--- config.mk ---
export PLATFORM = sky130hd
export DESIGN_NAME = mux2_rr_arbiter
export DESIGN_NICKNAME = d
export VERILOG_FILES = /design/src/rtl/mux2_rr_arbiter.sv
export SDC_FILE = /design/constraint.sdc
export NUM_CORES = 1
export LEC_CHECK = 0
export CORE_AREA = 8 8 45 47
export CTS_CLUSTER_DIAMETER = 150
export DETAILED_ROUTE_END_ITERATION = 7
export DIE_AREA = 0 0 53 55
export HOLD_SLACK_MARGIN = 0.08
export REMOVE_ABC_BUFFERS = 1
export SYNTH_ARGS = -nofsm -noshare
export SYNTH_HDL_FRONTEND = slang
export SYNTH_SLANG_ARGS = --single-unit
--- constraint.sdc ---
create_clock -name clk -period 1.9 [get_ports clk]
set_clock_uncertainty 0.1 [all_clocks]
set_input_delay 0.38 -clock clk [delete_from_list [all_inputs] [get_ports clk]]
set_output_delay 0.38 -clock clk [all_outputs]
set_load 0.05 [all_outputs]
--- src/rtl/mux2_rr_arbiter.sv ---
// Round-robin arbiter/sequencer for a shared 2:1 mux, with registered data and valid flag.
// Optional grant locking (lock0/lock1 ports) is enabled by defining MUX_ARB_LOCK_EN.
module mux2_rr_arbiter #(
  parameter int WIDTH    = 1,
  parameter int MAX_HOLD = 4
) (
  input  logic             clk,
  input  logic             rst,
  input  logic             req0,
  input  logic             req1,
  input  logic [WIDTH-1:0] din0,
  input  logic [WIDTH-1:0] din1,
`ifdef MUX_ARB_LOCK_EN
  input  logic             lock0,
  input  logic             lock1,
`endif
  output logic             gnt0,
  output logic             gnt1,
  output logic             sel,
  output logic [WIDTH-1:0] dout,
  output logic             dout_valid
);

  localparam int CW = $clog2(MAX_HOLD + 1);
  localparam logic [CW-1:0] HOLD_MAX  = CW'(MAX_HOLD);
  localparam logic [CW-1:0] HOLD_LAST = CW'(MAX_HOLD - 1);

  typedef enum logic [1:0] {IDLE, GNT0, GNT1} state_t;

  state_t          state, state_next;
  logic            last, last_next;
  logic [CW-1:0]   hold_cnt, hold_next;
  logic            sel_next;
  logic            lock0_eff, lock1_eff;

`ifdef MUX_ARB_LOCK_EN
  assign lock0_eff = lock0;
  assign lock1_eff = lock1;
`else
  assign lock0_eff = 1'b0;
  assign lock1_eff = 1'b0;
`endif

  // Preemption uses >= so that a count saturated while the other side was idle
  // (or while locked) still hands over as soon as the other side asks.
  always_comb begin
    state_next = state;
    last_next  = last;
    hold_next  = hold_cnt;
    sel_next   = sel;
    case (state)
      IDLE: begin
        if (req0 && req1)  state_next = last ? GNT0 : GNT1;
        else if (req0)     state_next = GNT0;
        else if (req1)     state_next = GNT1;
      end
      GNT0: begin
        if (!req0)                                        state_next = req1 ? GNT1 : IDLE;
        else if (req1 && !lock0_eff && hold_cnt >= HOLD_LAST) state_next = GNT1;
      end
      GNT1: begin
        if (!req1)                                        state_next = req0 ? GNT0 : IDLE;
        else if (req0 && !lock1_eff && hold_cnt >= HOLD_LAST) state_next = GNT0;
      end
      default: state_next = IDLE;
    endcase

    if (state_next == GNT0 && state != GNT0) begin
      last_next = 1'b0;
      hold_next = '0;
      sel_next  = 1'b0;
    end else if (state_next == GNT1 && state != GNT1) begin
      last_next = 1'b1;
      hold_next = '0;
      sel_next  = 1'b1;
    end else if (state_next == IDLE) begin
      hold_next = '0;
    end else if (hold_cnt != HOLD_MAX) begin
      hold_next = hold_cnt + 1'b1;
    end
  end

  always_ff @(posedge clk) begin
    if (rst) begin
      state      <= IDLE;
      last       <= 1'b1;
      hold_cnt   <= '0;
      sel        <= 1'b0;
      dout       <= '0;
      dout_valid <= 1'b0;
    end else begin
      state      <= state_next;
      last       <= last_next;
      hold_cnt   <= hold_next;
      sel        <= sel_next;
      dout_valid <= (state != IDLE);
      if (state != IDLE) dout <= sel ? din1 : din0;
    end
  end

  assign gnt0 = (state == GNT0);
  assign gnt1 = (state == GNT1);

endmodule

==> results by group <==
Layout
  • Layout cells sized above 1: 16.9%
  • Layout Nets: 81
  • Most frequent cells in the layout: 9 x dfxtp_1, 5 x inv_1, 5 x nor3_1, 5 x clkdlybuf4s50_1
  • Area growth syn-to-layout: 30.8%
  • Most common cell after layout, fill and taps aside: dfxtp_1
  • Final Core Density: 48.8%
  • Diodes inserted: 0

Route
  • 1st-iter DRT viols: 1
  • Residual DRC: 0
  • DR pass1 iterations: 2
  • Via count: 465
  • Total Wirelength: 1160 um
  • Per-cell routed wire length: 13.4 um
  • Drt via density: 5.34
  • Post-route ant nets: 0

STA
  • Min Tclk post-route: 1750 ps
  • Least-Margin Pin Slew: 405 ps
  • Tcrit/Tclk final: 92.3%
  • FMAX: 570 MHz
  • Final Hold Viols: 0
  • RSZ-0062 raised after global routing: false
  • Final setup TNS: 0 ps
  • Final setup vio count: 0
  • Fin. max-slew vios: 0
  • Worst hold slack: 410 ps
  • Worst slew margin: 72.9%

Min path
  • Hold Startpoint: sel
  • Type of the tightest min-delay check: reg2reg

Worst setup path
  • Critical path startpoint: state[1]
  • Crit-path max cell delay: 570 ps
  • Required @ worst endpoint: 1420 ps
  • Critical path peak fanout: 12
  • RR Startpoint: hold_cnt[0]
  • CP Capture Type: primary output
  • CP Cell Sequence: nor2b_1 > buf_12
  • Startpoint types: flop
  • CP Data Arrival Time: 1270 ps
  • Crit-path slowest cell: dfxtp_1
  • Setup Crit Path Kind: reg2out

Logic synthesis
  • Mapped Area: 517 um2
  • Post-Synth Adder-Cell Area: 7.26%
  • Post-synthesis mux area share: 3.87%
  • Yosys warnings: 0
  • Sequential fraction of the synthesis area: 34.9%
  • Synth Area in Simple Gates: 28.1%
  • Gate Count Post-Synth: 58
  • Xor-xnor portion of the synthesized cell area: 1.69%
  • #FFs+latches synth: 9
  • Netlist cell types: 27
  • Largest family of logic cells by synthesized area: simple AND/OR/NAND/NOR gates
  • Synth Area in Compound Gates: 18.2%
  • Synth Area per Inst: 8.91 um2

Global routing
  • Grt ovf: 0
  • Largest net degree at the start of global routing: 13
  • First-pass GRT wire length: 2030 um
  • Initial antenna violation count: 0
  • Total GRT Usage: 9.26%
  • Vias in the first global route: 463

Power and ir drop
  • Sw Pwr: 0.146 mW
  • Comb power frac: 23.4%
  • Switching Share: 30.6%
  • Maximum vdd ir drop: 271 uV
  • Sequential share of power: 45.5%
  • Int Power: 0.332 mW
  • P_leak: 0.268 nW
  • Clock power frac: 31.1%
  • Power, Total: 0.479 mW
  • PD cells: 708 mW/mm2

Placed design
  • HPWL after DPL: 899 um
  • GPL Wtd Cong: 0.777
  • IO Port Bufs: 10

Clocking
  • Clock latency on the worst-skew pair: 260 ps
  • CTS tree: built
  • Root Driver: clkbuf_4
  • Clock Path Buffers: 2
  • TritonCTS Sinks: 9
  • Clock transition at path regs: 60 ps
  • Num CTS Buffers: 3
  • Post-CTS setup buffer count: 0
  • Max H-tree Level: 1

Floorplanning
  • # IOs: 11
  • DIE AREA: 0.00292 mm2
  • Cell row count: 14
  • Die Wd: 53 um
  • Core area: 0.00138 mm2
  • DIE HEIGHT: 55 um
  • Starting Density: 37.3%

Job
  • MaxCap Viol Count: 0

Status
  • Status: completed
[worst max-delay path, delay by kind of cell, from the launching register on]
family                 cells  cell delay (ps)
DFF                        1              570
and+or+nand+nor            1              280
buffers and inverters      1              170
[flip-flops by register name, indices dropped and copies added (netlist names)]
| name | count |
|---|---|
| dout | 1 |
| hold_cnt | 3 |
| state | 2 |
| dout_valid | 1 |
| last | 1 |
| sel | 1 |
[power groups by stage]
| stage | sequential (mW) | clock (mW) | combinational (mW) |
|---|---|---|---|
| floorplan | 0.237 | 0 | 0.0487 |
| global placement | 0.222 | 0 | 0.113 |
| detailed placement | 0.221 | 0 | 0.112 |
| CTS | 0.217 | 0.153 | 0.113 |
| global route | 0.220 | 0.164 | 0.120 |
| finish | 0.218 | 0.149 | 0.112 |
[synth_stat cells, drive strengths merged]
master / n / share of area, %
nand3: 3 / 2.9
nand2b: 2 / 2.4
nor3: 5 / 4.8
a211o: 1 / 1.7
o21ai: 1 / 0.97
buf: 2 / 2.4
a21oi: 2 / 1.9
nand4: 1 / 1.2
and4: 1 / 1.7
nor4b: 1 / 2.9
nor2b: 4 / 4.8
nor3b: 1 / 1.5
dfxtp: 9 / 35
xnor2: 1 / 1.7
a211oi: 4 / 6.8
ha: 3 / 7.3
nand2: 3 / 2.2
o221ai: 1 / 1.7
a22o: 1 / 1.7
o31a: 1 / 1.7
a221oi: 1 / 1.7
mux2i: 2 / 3.9
nand4bb: 1 / 2.2
inv: 5 / 3.6
nor2: 2 / 1.5
[cell families (layout without fill, tap and decap cells)]
| kind of cell | count (synthesis) | after routing |
|---|---|---|
| AOI/OAI and AO/OA | 12 | 12 |
| xor gates and xnor gates | 1 | 1 |
| adders and majority gates | 3 | 3 |
| buffers and inverters | 7 | 20 |
| DFF | 9 | 9 |
| muxes | 2 | 2 |
| and+or+nand+nor | 24 | 24 |
[final cells by class]
cell class              count  area (um2)
multi-input cells          42         310
flip-flops and latches      9         180
inverters                   5        18.8
fillers                   138         708
clock buffers               4        26.3
well taps                  16        20.0
repair buffers             11         120
[routing by layer]
layer | track usage (%) | up-vias | share of wire, %
met1 | 11.3 | 217 | 46
met4 | 5.17 | 0 | 1.5
li1 | - | 238 | -
met2 | 14.3 | 8 | 47
met3 | 2.67 | 2 | 5.3
met5 | 0 | - | 0
[repair_timing]
action	CTS	global route
hold endpoints to repair	0	0
hold buffers	0	0
gates resized for setup	0	1
setup endpoints to repair	0	1
[metrics by stage]
step	std cells	cell area (um2)	setup WS [ps]
after floorplan	56	504	176
after global placement	83	644	57.5
after detailed placement	83	644	64.6
after CTS	87	671	132
after global routing	87	676	51.4
final	87	676	147
[worst paths after layout]
kind / slack (ps) / depth (start not counted) / endpoint
setup / recovery: 150 / 2 / gnt1
hold reg to reg: 410 / 2 / sel
setup reg to reg: 190 / 5 / state[1]
hold / removal: 410 / 2 / sel
No activity file was read; power rests on OpenSTA's default activity.
